[config.mk]
export PLATFORM = sky130hd
export DESIGN_NAME = pipe_hazard_ctrl_flat
export DESIGN_NICKNAME = d
export VERILOG_FILES = /design/src/rtl/pipe_hazard_ctrl_if.sv /design/src/rtl/pipe_hazard_ctrl.sv /design/src/flat_wrapper.sv
export SDC_FILE = /design/constraint.sdc
export NUM_CORES = 1
export LEC_CHECK = 0
export BUFFER_PORTS_ARGS = -buffer_cell sky130_fd_sc_hd__buf_4
export CAP_MARGIN = 20
export CELL_PAD_IN_SITES_DETAIL_PLACEMENT = 0
export CELL_PAD_IN_SITES_GLOBAL_PLACEMENT = 1
export CORE_MARGIN = 3
export CORE_UTILIZATION = 39
export DETAILED_ROUTE_END_ITERATION = 8
export GPL_ROUTABILITY_DRIVEN = 0
export PLACE_DENSITY = 0.91
export SLEW_MARGIN = 15
export SYNTH_ARGS = -nofsm -noshare
export SYNTH_HDL_FRONTEND = slang
export SYNTH_SLANG_ARGS = --single-unit
[constraint.sdc]
create_clock -name i_clk -period 1.95 [get_ports i_clk]
set_input_delay 0 -clock i_clk [delete_from_list [all_inputs] [get_ports i_clk]]
set_output_delay 0 -clock i_clk [all_outputs]
set_load 0.02 [all_outputs]
[src/rtl/pipe_hazard_ctrl_if.sv]
// pipe_hazard_ctrl_if: hazard-detect inputs and pipeline-control outputs of the stall/flush controller.
interface pipe_hazard_ctrl_if #(parameter int CNT_W = 16);
   logic [4:0]       id_rs1_i;
   logic [4:0]       id_rs2_i;
   logic             id_rs1_used_i;
   logic             id_rs2_used_i;
   logic [4:0]       ex_rd_i;
   logic             ex_is_load_i;
   logic             ex_redirect_i;
   logic             mem_req_i;
   logic             mem_ack_i;
   logic             pc_en_o;
   logic             if_id_en_o;
   logic             if_id_flush_o;
   logic             id_ex_en_o;
   logic             id_ex_flush_o;
   logic             ex_mem_en_o;
   logic             mem_wb_en_o;
   logic             err_o;
   logic [CNT_W-1:0] stall_cnt_o;
   logic [CNT_W-1:0] flush_cnt_o;
   modport master (
      output id_rs1_i, id_rs2_i, id_rs1_used_i, id_rs2_used_i, ex_rd_i,
             ex_is_load_i, ex_redirect_i, mem_req_i, mem_ack_i,
      input  pc_en_o, if_id_en_o, if_id_flush_o, id_ex_en_o, id_ex_flush_o,
             ex_mem_en_o, mem_wb_en_o, err_o, stall_cnt_o, flush_cnt_o
   );
   modport slave (
      input  id_rs1_i, id_rs2_i, id_rs1_used_i, id_rs2_used_i, ex_rd_i,
             ex_is_load_i, ex_redirect_i, mem_req_i, mem_ack_i,
      output pc_en_o, if_id_en_o, if_id_flush_o, id_ex_en_o, id_ex_flush_o,
             ex_mem_en_o, mem_wb_en_o, err_o, stall_cnt_o, flush_cnt_o
   );
endinterface

[src/rtl/pipe_hazard_ctrl.sv]
// pipe_hazard_ctrl: stall/flush controller for a 5-stage pipeline with memory-wait timeout and debug counters.
module pipe_hazard_ctrl #(
   parameter int MEM_TIMEOUT = 16,
   parameter int CNT_W       = 16
) (
   input logic               i_clk,
   input logic               rst_i,
   pipe_hazard_ctrl_if.slave bus
);
   typedef enum logic [1:0] {RUN, WAIT, ERR} state_t;
   localparam int WC_W = $clog2(MEM_TIMEOUT + 1);
   state_t           state_q, state_d;
   logic [WC_W-1:0]  wcnt_q, wcnt_d;
   logic [CNT_W-1:0] stall_q, flush_q;
   logic             freeze, load_use, go, pc_en, if_id_flush;
   assign freeze   = bus.mem_req_i & ~bus.mem_ack_i;
   assign load_use = bus.ex_is_load_i & (bus.ex_rd_i != 5'd0) &
                     ((bus.id_rs1_used_i & (bus.id_rs1_i == bus.ex_rd_i)) |
                      (bus.id_rs2_used_i & (bus.id_rs2_i == bus.ex_rd_i)));
   always_ff @(posedge i_clk or posedge rst_i)
      if (rst_i) begin
         state_q <= RUN;
         wcnt_q  <= '0;
         stall_q <= '0;
         flush_q <= '0;
      end else begin
         state_q <= state_d;
         wcnt_q  <= wcnt_d;
         stall_q <= (!pc_en && !(&stall_q)) ? stall_q + CNT_W'(1) : stall_q;
         flush_q <= (if_id_flush && !(&flush_q)) ? flush_q + CNT_W'(1) : flush_q;
      end
   always_comb begin
      state_d = state_q;
      wcnt_d  = wcnt_q;
      case (state_q)
         RUN:
            if (freeze) begin
               state_d = (MEM_TIMEOUT <= 1) ? ERR : WAIT;
               wcnt_d  = WC_W'(1);
            end
         WAIT:
            if (!freeze) begin
               state_d = RUN;
               wcnt_d  = '0;
            end else begin
               wcnt_d  = wcnt_q + WC_W'(1);
               state_d = (wcnt_d >= WC_W'(MEM_TIMEOUT)) ? ERR : WAIT;
            end
         default: state_d = ERR;
      endcase
   end
   // go gates everything: reset, the error trap and a frozen memory stage all stop the pipe
   always_comb begin
      go          = !rst_i && state_q != ERR && !freeze;
      pc_en       = go && (bus.ex_redirect_i || !load_use);
      if_id_flush = go && bus.ex_redirect_i;
   end
   assign bus.pc_en_o       = pc_en;
   assign bus.if_id_en_o    = pc_en;
   assign bus.if_id_flush_o = if_id_flush;
   assign bus.id_ex_en_o    = go;
   assign bus.id_ex_flush_o = go && (bus.ex_redirect_i || load_use);
   assign bus.ex_mem_en_o   = go;
   assign bus.mem_wb_en_o   = go;
   assign bus.err_o         = state_q == ERR;
   assign bus.stall_cnt_o   = stall_q;
   assign bus.flush_cnt_o   = flush_q;
endmodule

[src/flat_wrapper.sv]
// flat-port wrapper written by rule: the top's interface ports become plain ports
module pipe_hazard_ctrl_flat 
#(
   parameter int MEM_TIMEOUT = 16,
   parameter int CNT_W       = 16
)
  (i_clk, rst_i, bus_id_rs1_i, bus_id_rs2_i, bus_id_rs1_used_i, bus_id_rs2_used_i, bus_ex_rd_i, bus_ex_is_load_i, bus_ex_redirect_i, bus_mem_req_i, bus_mem_ack_i, bus_pc_en_o, bus_if_id_en_o, bus_if_id_flush_o, bus_id_ex_en_o, bus_id_ex_flush_o, bus_ex_mem_en_o, bus_mem_wb_en_o, bus_err_o, bus_stall_cnt_o, bus_flush_cnt_o);
  pipe_hazard_ctrl_if #(.CNT_W(CNT_W)) bus_i ();
  input logic i_clk;
  input logic rst_i;
  input wire logic [$bits(bus_i.id_rs1_i)-1:0] bus_id_rs1_i;
  input wire logic [$bits(bus_i.id_rs2_i)-1:0] bus_id_rs2_i;
  input wire logic [$bits(bus_i.id_rs1_used_i)-1:0] bus_id_rs1_used_i;
  input wire logic [$bits(bus_i.id_rs2_used_i)-1:0] bus_id_rs2_used_i;
  input wire logic [$bits(bus_i.ex_rd_i)-1:0] bus_ex_rd_i;
  input wire logic [$bits(bus_i.ex_is_load_i)-1:0] bus_ex_is_load_i;
  input wire logic [$bits(bus_i.ex_redirect_i)-1:0] bus_ex_redirect_i;
  input wire logic [$bits(bus_i.mem_req_i)-1:0] bus_mem_req_i;
  input wire logic [$bits(bus_i.mem_ack_i)-1:0] bus_mem_ack_i;
  output wire logic [$bits(bus_i.pc_en_o)-1:0] bus_pc_en_o;
  output wire logic [$bits(bus_i.if_id_en_o)-1:0] bus_if_id_en_o;
  output wire logic [$bits(bus_i.if_id_flush_o)-1:0] bus_if_id_flush_o;
  output wire logic [$bits(bus_i.id_ex_en_o)-1:0] bus_id_ex_en_o;
  output wire logic [$bits(bus_i.id_ex_flush_o)-1:0] bus_id_ex_flush_o;
  output wire logic [$bits(bus_i.ex_mem_en_o)-1:0] bus_ex_mem_en_o;
  output wire logic [$bits(bus_i.mem_wb_en_o)-1:0] bus_mem_wb_en_o;
  output wire logic [$bits(bus_i.err_o)-1:0] bus_err_o;
  output wire logic [$bits(bus_i.stall_cnt_o)-1:0] bus_stall_cnt_o;
  output wire logic [$bits(bus_i.flush_cnt_o)-1:0] bus_flush_cnt_o;
  assign bus_i.id_rs1_i = bus_id_rs1_i;
  assign bus_i.id_rs2_i = bus_id_rs2_i;
  assign bus_i.id_rs1_used_i = bus_id_rs1_used_i;
  assign bus_i.id_rs2_used_i = bus_id_rs2_used_i;
  assign bus_i.ex_rd_i = bus_ex_rd_i;
  assign bus_i.ex_is_load_i = bus_ex_is_load_i;
  assign bus_i.ex_redirect_i = bus_ex_redirect_i;
  assign bus_i.mem_req_i = bus_mem_req_i;
  assign bus_i.mem_ack_i = bus_mem_ack_i;
  assign bus_pc_en_o = bus_i.pc_en_o;
  assign bus_if_id_en_o = bus_i.if_id_en_o;
  assign bus_if_id_flush_o = bus_i.if_id_flush_o;
  assign bus_id_ex_en_o = bus_i.id_ex_en_o;
  assign bus_id_ex_flush_o = bus_i.id_ex_flush_o;
  assign bus_ex_mem_en_o = bus_i.ex_mem_en_o;
  assign bus_mem_wb_en_o = bus_i.mem_wb_en_o;
  assign bus_err_o = bus_i.err_o;
  assign bus_stall_cnt_o = bus_i.stall_cnt_o;
  assign bus_flush_cnt_o = bus_i.flush_cnt_o;
  pipe_hazard_ctrl #(.MEM_TIMEOUT(MEM_TIMEOUT), .CNT_W(CNT_W)) u_core (.i_clk(i_clk), .rst_i(rst_i), .bus(bus_i));
endmodule
# After elaboration in Yosys (flattened, before gate mapping)
# Index checks and enable logic that the tools add are counted.
# totals
ff_bits,39
input_bits,23
output_inout_bits,40
wordCells,49
# op_classes
n_addsub,3
magnitude_cmp,1
n_eq_ne,6
n_mux,7
n_bitwise,7
n_reduce_logical,21
# op_table
operator,n
$add 16x1->16 const B,2
$reduce_and 16->1,2
$eq 5x5->1,2
$mux 5,2
$pmux 5 s2,1
$logic_and 1x1->1,7
$logic_not 1->1,6
$mux 2,3
$add 5x1->5 const B,1
$and 1x1->1,5
$ge 5x5->1 const B,1
$reduce_bool 5->1,1
$pmux 2 s2,1
$eq 2x1->1 const B,1
$eq 2x2->1 const B,1
$logic_not 2->1,1
$logic_or 1x1->1,2
$ne 2x1->1 const B,1
$ne 2x2->1 const B,1
$reduce_and 2->1,1
$reduce_bool 2->1,1
$not 1->1,1
$or 1x1->1,1

# Depth between registers and ports, before layout
# Gate-level depths: netlist of the first run.
# logic_depth
ltp_word,9
mapped_depth,7
ltp_nobuf,7

# Worst setup path before layout of the first run
# Ideal clock, no wire load.
# synth_timing
path_kind,register -> register
start,register u_core.state_q[1]
end,register u_core.flush_q[14] (netlist: u_core.bus.flush_cnt_o[14])
setup_time_ns,0.080
t_arrival_ns,2.018
required_ns,1.870
slack_ns,-0.148
stages_incl_launch_ff,8
path_buffers,1
synth_period_minus_slack_ns,2.098
cell_sequence,dfrtp_1 > clkbuf_1 > and2b_1 > nor3_4 > and2_1 > nand3_1 > nor3_1 > xor2_1
# synth_via
elab_chain_len,5
# synth_lines
item,line,rtl
"start, declared",pipe_hazard_ctrl.sv:12,"state_t state_q, state_d;"
"start signal, assigned",pipe_hazard_ctrl.sv:27,state_q <= state_d;
$ne 2x2->1,pipe_hazard_ctrl.sv:54,go = !rst_i && state_q != ERR && !freeze;
$logic_and 1x1->1 (2 in a row),pipe_hazard_ctrl.sv:54,
named net bus_ex_mem_en_o,flat_wrapper.sv:25,output wire logic [$bits(bus_i.ex_mem_en_o)-1:0] bus_ex_mem_en_o;
$logic_and 1x1->1,pipe_hazard_ctrl.sv:56,if_id_flush = go && bus.ex_redirect_i;
named net bus_if_id_flush_o,flat_wrapper.sv:22,output wire logic [$bits(bus_i.if_id_flush_o)-1:0] bus_if_id_flush_o;
$logic_and 1x1->1,pipe_hazard_ctrl.sv:30,flush_q <= (if_id_flush && !(&flush_q)) ? flush_q + CNT_W'(1) : flush_q;
"end signal, assigned",pipe_hazard_ctrl.sv:30,
"end, declared",pipe_hazard_ctrl.sv:14,"logic [CNT_W-1:0] stall_q, flush_q;"
# The timed path passes the listed nets, and every way through them passes these cells.
# A chain may end at the register's enable or synchronous reset.

# Final worst setup path of the first run
# layout_timing
start,register u_core.stall_q[1] (netlist: u_core.bus.stall_cnt_o[1])
end,register u_core.stall_q[7] (netlist: u_core.bus.stall_cnt_o[7])
# layout_via
elab_chain_len,3
word_cells_on_any_way,4
classes_between,1 x add/sub; 3 x reduce/logical
# layout_lines
item,line,rtl
"start, declared",pipe_hazard_ctrl.sv:14,
"start signal, assigned",pipe_hazard_ctrl.sv:29,stall_q <= (!pc_en && !(&stall_q)) ? stall_q + CNT_W'(1) : stall_q;
"parallel branches: the longest is 3 deep, another holds $add 16x1->16",--,
# Several ways; the timed one is not identified.

==> metrics.csv, run 1 <==
stage,metric,value,unit
outcome,status,"complete, no violations",
power,power,2.49,mW
timing,maxSlewViolCount,0,
drt,wl_per_cell,14.1,µm
floorplan,dieHeight,78.7,µm
global_routing,grtUsageTotal,16.8,%
finish,final_common_cell,buf_4,
timing,tightest_slew,0.509,ns
job,maxCapViolCount,0,
timing,setup_viol,0,
logic_synthesis,synth_nets,225,
power,p_leak,1.34,nW
timing,fin_skew,0.0134,ns
logic_synthesis,syn_area_per_cell,10.4,µm²
power,internal_power,1.65,mW
clocking,cts-root-buf,clkbuf_8,
power,combPwrFrac,31.5,%
finish,layout-drive-gt1-share,35.4,%
logic_synthesis,synth-edff-count,0,
hold_path,min-delay-start,bus_ex_redirect_i,
drt,first_pass_iters,4,
critical_path,path_buf_inv,1,
floorplan,die_x,78.7,µm
power,max-vdd-ir-drop,0.000546,V
power,power_frac_seq,44.2,%
clocking,worstSkewPairLatency,0.30,ns
finish,fin_nets,299,
global_routing,grtUsageMet2,25.2,%
drt,via_count,1709,
critical_path,r2r-start,u_core.bus.stall_cnt_o[1],
hold_path,hold_class,in2reg,
timing,hold_slack,0.106,ns
timing,grt_setup_unrepaired,no,
timing,tns,0,ns
critical_path,cp_slowest_cell,dfrtp_1,
logic_synthesis,ys_seq_area_share,47.3,%
clocking,cts.path.max_buffers,2,
finish,final_cell_mix,"buf_4 (70), dfrtp_1 (37), xnor2_1 (22), xor2_1 (17), nor2_1 (17)",
global_routing,busiest_layer,met2,
timing,maxSlewHeadroom,66.0,%
logic_synthesis,netlist_area,2060,µm²
critical_path,cp-start-kind,register,
finish,post-route-util,57.1,%
drt,wl,4830,µm
drt,vias_per_cell,5.01,
critical_path,crit_required,2.16,ns
drt,drc,0,
floorplan,start_util,42.0,%
critical_path,crit_chain,ha_1 > and3_1 > nand3_1 > or3_1 > buf_4 > nand4_1 > xnor2_1,
timing,finalHoldViolCount,0,
global_routing,grt_util_met1,22.5,%
critical_path,critPathMaxStageDelay,0.40,ns
power,clock_power_share,24.3,%
power,swShare,33.6,%
global_routing,grt_overflow,0,
critical_path,cp_top_family,simple AND/OR/NAND/NOR gates,
critical_path,startpoint,u_core.bus.stall_cnt_o[1],
critical_path,cp.arrival,2.04,ns
logic_synthesis,ys_types,45,
clocking,cts_resized,0,
logic_synthesis,ys_seq_elements,39,
power,p_per_area,889,nW/µm²
floorplan,dieArea,6200,µm²
logic_synthesis,synth_cells,199,
clocking,htree_levels,2,
power,switching_power,838,µW
timing,max_freq,0.548,GHz
drt,antenna_left,0,
global_routing,grt_pass1_vias,1648,
logic_synthesis,synth_flop_cell,dfrtp_1,
logic_synthesis,yosysWarnings,0,
floorplan,num_io_pins,63,
timing,min_period,1.83,ns
global_routing,grt_pass1_wl,7980,µm
drt,drtIter0Drc,72,
clocking,cts_tree,built,
finish,area_growth,36.0,%
clocking,numCtsBuffers,5,
timing,post-route-period-util,93.6,%
logic_synthesis,async_flop_share,100,%
clocking,clkTransAtPathRegs,0.08,ns
global_routing,grt_start_max_net_pins,29,
finish,antennaDiodeCount,0,
global_routing,grt.met3_usage,6.12,%
critical_path,cp-end-kind,register,
critical_path,crit_fanout,9,
place,port_buffers,62,
floorplan,rows,25,
place,hpwlAfterDp,3730,µm
global_routing,antenna_found_initial,0,
critical_path,crit_type,reg2reg,
floorplan,core_region_area,4910,µm²
clocking,cts.sinks,39,
routing by layer:
| metal | vias up | share of wire, % |
|---|---|---|
| met5 | - | 0 |
| met1 | 822 | 45 |
| met2 | 51 | 47 |
| li1 | 830 | - |
| met4 | 0 | 1.2 |
| met3 | 6 | 7.0 |
synthesized netlist by cell type (2+ instances only):
master    number  area, µm²
xor2_1        17        149
nor2_1        17       63.8
xnor2_1       22        193
nor3_1         6       30.0
o21ai_0        2       10.0
ha_1           3       37.5
and2b_1        2       15.0
dfrtp_1       39        976
and4_1         4       35.0
nand3_2        2       20.0
and2_1         2       12.5
nand2_1       16       60.1
buf_4          3       22.5
nand4_1        7       43.8
inv_1          7       26.3
clkbuf_1       2       7.51
and3_1         5       31.3
a21oi_1        3       15.0
nand3_1       14       70.1
area by class of cell:
type	count	area, µm²
tap	67	83.8
multi-input combinational	146	1040
clock buffer	8	100
timing repair buffer	74	576
fill	456	2110
inverter	7	26.3
sequential	39	978
worst min-delay path: stages:
cell and delay (ns):
buf_4 0.12, o31ai_4 0.09, nand2_2 0.10, xnor2_1 0.07
worst paths after layout:
kind	slack, ns	cells past startpoint	endpoint
worst max register to register	0.12	7	u_core.bus.stall_cnt_o[7]
min in group asynchronous	0.32	3	u_core.wcnt_q[2]
max in group asynchronous	1.10	4	u_core.bus.stall_cnt_o[6]
worst min register to register	0.50	1	u_core.bus.flush_cnt_o[7]
worst min-delay path	0.11	4	u_core.bus.stall_cnt_o[0]
worst max-delay path	0.12	7	u_core.bus.stall_cnt_o[7]
state kept, by name, indices dropped and copies added, names as in the netlist:
signal and count:
u_core.wcnt_q 5, u_core.state_q 2, u_core.bus.stall_cnt_o 16, u_core.bus.flush_cnt_o 16
power groups by stage:
stage | Clock, mW | Combinational [mW] | Sequential, mW
floorplan | 0 | 0.301 | 1.25
global placement | 0 | 0.765 | 1.11
detailed placement | 0 | 0.787 | 1.12
CTS | 0.623 | 0.794 | 1.10
global route | 0.666 | 0.849 | 1.13
finish | 0.606 | 0.785 | 1.10
logic make-up (layout without fill, tap and decap cells):
logic type | Yosys count | in the layout | synth area share [%]
and+or+nand+nor | 85 | 85 | 22.8
xor gates and xnor gates | 39 | 39 | 16.6
AOI/OAI and AO/OA | 16 | 16 | 6.25
DFF | 39 | 39 | 47.3
buffers and inverters | 14 | 89 | 3.52
muxes | 3 | 3 | 1.76
adders and majority gates | 3 | 3 | 1.82
timing repair:
action | 4_1_cts | 5_1_grt
setup buffers | 0 | 0
endpoints found under the setup margin | 0 | 0
hold buffers | 3 | 0
hold endpoints to repair | 12 | 0
through the flow:
step	setup WS [ns]	cell area [µm²]	std cells
2_1_floorplan	-0.0134	2090	199
3_3_place_gp	0.209	2680	330
3_5_place_dp	0.167	2680	330
4_1_cts	0.128	2810	341
5_1_grt	0.0230	2810	341
6_report	0.124	2810	341
No activity file was read; power rests on OpenSTA's default activity.
==> run 2: changes to the inputs <==
CAP_MARGIN = 40   (was 20)
RECOVER_POWER = 100   (was default)
==> metrics.csv, run 2 (synthesis gave the netlist of run 1 again) <==
stage,metric,value,unit,change
power,power,2.36,mW,was 2.49 mW
drt,via_count,1713,,"was 1,709"
floorplan,die_x,78.7,µm,unchanged
drt,drc,0,,unchanged
global_routing,grtUsageTotal,16.8,%,unchanged
critical_path,r2r-start,u_core.bus.stall_cnt_o[1],,unchanged
timing,tns,0,ns,unchanged
critical_path,crit_type,reg2reg,,unchanged
finish,final_common_cell,dfrtp_1,,was buf_4
clocking,worstSkewPairLatency,0.30,ns,about the same
place,port_buffers,62,,unchanged
hold_path,hold_class,in2reg,,unchanged
finish,stdcell_count,341,,unchanged
timing,grt_setup_unrepaired,no,,unchanged
timing,setup_viol,0,,unchanged
critical_path,path_buf_inv,0,,was 1
critical_path,reg2reg_depth,6,,was 7
timing,maxSlewViolCount,0,,unchanged
critical_path,crit_chain,ha_1 > and3_1 > nand3_1 > or3_1 > nand2_1 > mux2_1,,was ha_1 > and3_1 > nand3_1 > or3_1 > buf_4 > nand4_1 > xnor2_1
timing,hold_slack,0.154,ns,was 0.106 ns
global_routing,grt_pass1_vias,1648,,unchanged
finish,antennaDiodeCount,0,,unchanged
place,pre_cts_slack,0.167,ns,unchanged
hold_path,hold_depth,4,,unchanged
finish,fin_area,2610,µm²,was 2810 µm²
timing,min_period,1.84,ns,was 1.83 ns
global_routing,antenna_found_initial,0,,unchanged
clocking,cts_tree,built,,unchanged
power,p_per_area,906,nW/µm²,was 889 nW/µm²
critical_path,crit_required,2.14,ns,was 2.16 ns
outcome,status,"complete, no violations",,unchanged
drt,wl_per_cell,14.2,µm,was 14.1 µm
drt,vias_per_cell,5.02,,was 5.01
clocking,cts.path.max_buffers,2,,unchanged
global_routing,grt_start_max_net_pins,29,,unchanged
finish,post-route-util,53.0,%,was 57.1%
clocking,numCtsBuffers,5,,unchanged
power,max-vdd-ir-drop,0.000542,V,was 0.000546 V
drt,wl,4860,µm,was 4830 µm
place,hpwlAfterDp,3730,µm,unchanged
drt,antenna_left,0,,unchanged
clocking,htree_levels,2,,unchanged
timing,fin_skew,0.0130,ns,was 0.0134 ns
critical_path,cp-end-kind,register,,unchanged
critical_path,cp-start-kind,register,,unchanged
timing,post-route-period-util,94.2,%,was 93.6%
critical_path,r2r_setup_slack,0.11,ns,was 0.12 ns
clocking,clkTransAtPathRegs,0.08,ns,about the same
floorplan,rows,25,,unchanged
floorplan,dieArea,6200,µm²,unchanged
global_routing,grt_overflow,0,,unchanged
clocking,cts-root-buf,clkbuf_8,,unchanged
hold_path,min-delay-start,bus_ex_redirect_i,,unchanged
critical_path,crit_fanout,4,,was 9
critical_path,cp_slowest_cell,dfrtp_1,,unchanged
drt,first_pass_iters,4,,unchanged
power,p_leak,1.18,nW,was 1.34 nW
finish,area_growth,26.3,%,was 36.0%
finish,layout-drive-gt1-share,18.6,%,was 35.4%
timing,tightest_slew,0.690,ns,was 0.509 ns
floorplan,dieHeight,78.7,µm,unchanged
critical_path,critPathMaxStageDelay,0.40,ns,about the same
global_routing,grt_pass1_wl,7980,µm,unchanged
timing,max_freq,0.545,GHz,was 0.548 GHz
hold_path,hold_end,u_core.bus.stall_cnt_o[0],,unchanged
clocking,cts_resized,0,,unchanged
floorplan,num_io_pins,63,,unchanged
critical_path,cp_top_family,simple AND/OR/NAND/NOR gates,,unchanged
job,maxCapViolCount,0,,unchanged
place,place_inst,330,,unchanged
finish,fin_nets,299,,unchanged
critical_path,rr_endpoint,u_core.bus.stall_cnt_o[1],,was u_core.bus.stall_cnt_o[7]
critical_path,cp.arrival,2.02,ns,was 2.04 ns
floorplan,core_region_area,4910,µm²,unchanged
place,dpl_cell_area,2680,µm²,unchanged
finish,final_cell_mix,"dfrtp_1 (38), clkbuf_1 (37), buf_4 (32), xnor2_1 (22)",,"was buf_4 (70), dfrtp_1 (37), xnor2_1 (22), xor2_1 (17), nor2_1 (17)"
floorplan,start_util,42.0,%,unchanged
timing,finalHoldViolCount,0,,unchanged
timing,setup_ws,0.114,ns,was 0.124 ns
clocking,cts.sinks,39,,unchanged
drt,drtIter0Drc,77,,was 72
timing,maxSlewHeadroom,54.0,%,was 66.0%
-- run 2: worst max-delay path by stage --
stage	startpoint	endpoint	slack, ns	cells after the start
floorplan	u_core.state_q[1]	u_core.bus.flush_cnt_o[1]	-0.01	5
global placement	u_core.bus.stall_cnt_o[0]	u_core.bus.stall_cnt_o[1]	0.21	6
detailed placement	u_core.state_q[1]	u_core.bus.flush_cnt_o[15]	0.17	6
CTS	u_core.state_q[1]	bus_if_id_en_o	0.13	6
global route	u_core.state_q[1]	bus_if_id_en_o	0.01	6
finish	u_core.bus.stall_cnt_o[1]	u_core.bus.stall_cnt_o[1]	0.11	6
-- run 2: report_power, final --
part | switching [mW] | leakage [nW] | internal [mW] | total (mW)
clock | 0.282 | 0.0515 | 0.323 | 0.605
combinational | 0.391 | 0.622 | 0.266 | 0.657
sequential | 0.157 | 0.507 | 0.942 | 1.10
-- run 2: cell type report --
cell class	count	area, µm²
clock buffer	8	100
sequential	39	977
inverter	7	26.3
tap	67	83.8
fill	488	2310
timing repair buffer	74	420
multi-input combinational	146	997
-- run 2: repair_timing --
item,in CTS,in global routing
setup buffers,0,0
hold buffers,3,0
endpoints found under the hold margin,12,0
-- run 2: routing by layer --
metal	global-route usage, %	part of all wire (%)
met1	22.5	46
met2	25.2	46
met3	6.12	6.5
met4	5.24	1.1
met5	0	0
-- run 2: worst reg2reg max path, delay by kind of cell (launching register included) --
| family | cells | cell delay [ns] |
|---|---|---|
| flops | 1 | 0.40 |
| mux | 1 | 0.33 |
| fa+ha+maj | 1 | 0.18 |
| simple gates | 4 | 0.82 |
==> run 3: changes to the inputs <==
BUFFER_PORTS_ARGS = default   (was -buffer_cell sky130_fd_sc_hd__buf_4)
CORE_UTILIZATION = 40   (was 39)
DONT_BUFFER_PORTS = 1   (was default)
PLACE_DENSITY = 0.79   (was 0.91)
==> metrics.csv, run 3 (synthesis gave the netlist of run 1 again) <==
stage,metric,value,unit,change
drt,wl,4420,µm,was 4860 µm
power,power_frac_seq,45.7,%,was 46.6%
timing,maxSlewHeadroom,36.0,%,was 54.0%
critical_path,crit_type,reg2out,,was reg2reg
clocking,numCtsBuffers,5,,unchanged
timing,hold_slack,0.0243,ns,was 0.154 ns
drt,drtIter0Drc,85,,was 77
finish,area_growth,17.0,%,was 26.3%
critical_path,cp-start-kind,register,,unchanged
hold_path,hold_class,in2reg,,unchanged
finish,stdcell_count,308,,was 341
drt,vias_per_cell,5.13,,was 5.02
floorplan,dieHeight,77.8,µm,was 78.7 µm
power,clock_power_share,26.1,%,was 25.6%
place,hpwlAfterDp,3400,µm,was 3730 µm
drt,wl_met3,379,µm,was 314 µm
power,p_leak,1.05,nW,was 1.18 nW
timing,maxSlewViolCount,0,,unchanged
drt,highest_layer,met4,,unchanged
global_routing,grt_start_max_net_pins,40,,was 29
timing,grt_setup_unrepaired,no,,unchanged
finish,antennaDiodeCount,0,,unchanged
floorplan,core_region_area,4850,µm²,was 4910 µm²
finish,fin_nets,266,,was 299
clocking,cts_setup_buffers,0,,unchanged
drt,antenna_left,0,,unchanged
clocking,cts-root-buf,clkbuf_8,,unchanged
finish,fin_area,2410,µm²,was 2610 µm²
timing,min_period,1.80,ns,was 1.84 ns
global_routing,antenna_found_initial,0,,unchanged
power,p_per_area,952,nW/µm²,was 906 nW/µm²
drt,routedLengthMet1,1820,µm,was 2230 µm
clocking,clkTransAtPathRegs,0.07,ns,was 0.08 ns
critical_path,cp-end-kind,output port,,was register
clocking,cts.sinks,39,,unchanged
finish,final_cell_mix,"dfrtp_1 (37), clkbuf_1 (29), xnor2_1 (22), xor2_1 (17), nor2_1 (17)",,"was dfrtp_1 (38), clkbuf_1 (37), buf_4 (32), xnor2_1 (22)"
global_routing,grtUsageTotal,16.0,%,was 16.8%
clocking,cts.path.max_buffers,2,,unchanged
finish,final_common_cell,dfrtp_1,,unchanged
floorplan,start_util,42.6,%,was 42.0%
drt,dr_wl_met2,2140,µm,was 2260 µm
job,maxCapViolCount,0,,unchanged
timing,setup_viol,0,,unchanged
outcome,status,"complete, no violations",,unchanged
timing,finalHoldViolCount,0,,unchanged
place,port_buffers,0,,was 62
timing,max_freq,0.556,GHz,was 0.545 GHz
power,swShare,35.0,%,was 35.2%
timing,fin_skew,0.00280,ns,was 0.0130 ns
drt,drc,0,,unchanged
global_routing,grt_pass1_wl,7690,µm,was 7980 µm
floorplan,num_io_pins,63,,unchanged
critical_path,cp.arrival,1.80,ns,was 2.02 ns
floorplan,rows,25,,unchanged
global_routing,grt_overflow,0,,unchanged
critical_path,crit_required,1.95,ns,was 2.14 ns
power,max-vdd-ir-drop,0.000596,V,was 0.000542 V
power,switching_power,804,µW,was 830 µW
place,place_inst,297,,was 330
timing,tightest_slew,0.960,ns,was 0.690 ns
power,power,2.30,mW,was 2.36 mW
global_routing,grt_pass1_vias,1665,,"was 1,648"
timing,post-route-period-util,92.2,%,was 94.2%
critical_path,crit_fanout,12,,was 4
clocking,htree_levels,2,,unchanged
floorplan,die_x,77.8,µm,was 78.7 µm
place,pre_cts_slack,0.151,ns,was 0.167 ns
place,dpl_cell_area,2410,µm²,was 2680 µm²
clocking,cts_tree,built,,unchanged
drt,wl_per_cell,14.4,µm,was 14.2 µm
floorplan,dieArea,6060,µm²,was 6200 µm²
clocking,worstSkewPairLatency,0.29,ns,was 0.30 ns
drt,via_count,1580,,"was 1,713"
drt,first_pass_iters,4,,unchanged
finish,layout-drive-gt1-share,13.3,%,was 18.6%
finish,fillers,483,,was 488
power,combPwrFrac,28.2,%,was 27.8%
power,internal_power,1.49,mW,was 1.53 mW
timing,setup_ws,0.152,ns,was 0.114 ns
## run 3: area by class of cell
type                       instances  area (µm²)  share of cell area, %
clock buffer                       8         100                   4.15
inverter                           7        26.3                   1.09
multi-input combinational        146        1020                   42.5
sequential                        39         978                   40.5
tap                               67        83.8                   3.47
timing repair buffer              41         200                   8.29
## run 3: worst paths after layout
kind,slack [ns],to,cells past startpoint,start
worst min-delay path,0.02,u_core.bus.flush_cnt_o[0],2,bus_ex_redirect_i
worst min register to register,0.53,u_core.wcnt_q[1],1,u_core.wcnt_q[1]
worst max register to register,0.16,u_core.bus.stall_cnt_o[9],7,u_core.bus.stall_cnt_o[0]
min in group asynchronous,0.45,u_core.wcnt_q[2],3,rst_i
worst max-delay path,0.15,bus_pc_en_o,6,u_core.state_q[1]
max in group asynchronous,0.84,u_core.bus.stall_cnt_o[0],3,rst_i
## run 3: what timing repair did
item | CTS | global route
hold buffers | 3 | 0
endpoints found under the hold margin | 40 | 0
setup endpoints to repair | 0 | 2
gates resized for setup | 0 | 1
## run 3: power groups by stage
stage | combinational (mW) | sequential, mW | clock (mW)
floorplan | 0.301 | 1.25 | 0
global placement | 0.728 | 1.07 | 0
detailed placement | 0.745 | 1.07 | 0
CTS | 0.753 | 1.05 | 0.622
global route | 0.719 | 1.07 | 0.654
finish | 0.648 | 1.05 | 0.599
## run 3: through the flow
stage / setup TNS [ns] / util, %
3_5_place_dp: 0 / 49.8
4_1_cts: 0 / 52.5
6_report: 0 / 49.8
5_1_grt: 0 / 49.8
3_3_place_gp: 0 / 49.8
2_1_floorplan: -0.0146 / -
## run 3: worst max-delay path, stage by stage (launching register included)
cell and delay [ns]:
dfrtp_1 0.37, and2b_1 0.19, nor3_4 0.35, o31ai_4 0.11
buf_4 0.19, inv_1 0.06, clkbuf_2 0.23
## run 3: routing by layer
layer / vias to the layer above / GRT usage [%]
met5: - / 0
met4: 0 / 6.58
met3: 11 / 7.08
met2: 52 / 25.9
met1: 750 / 18.3
li1: 767 / -
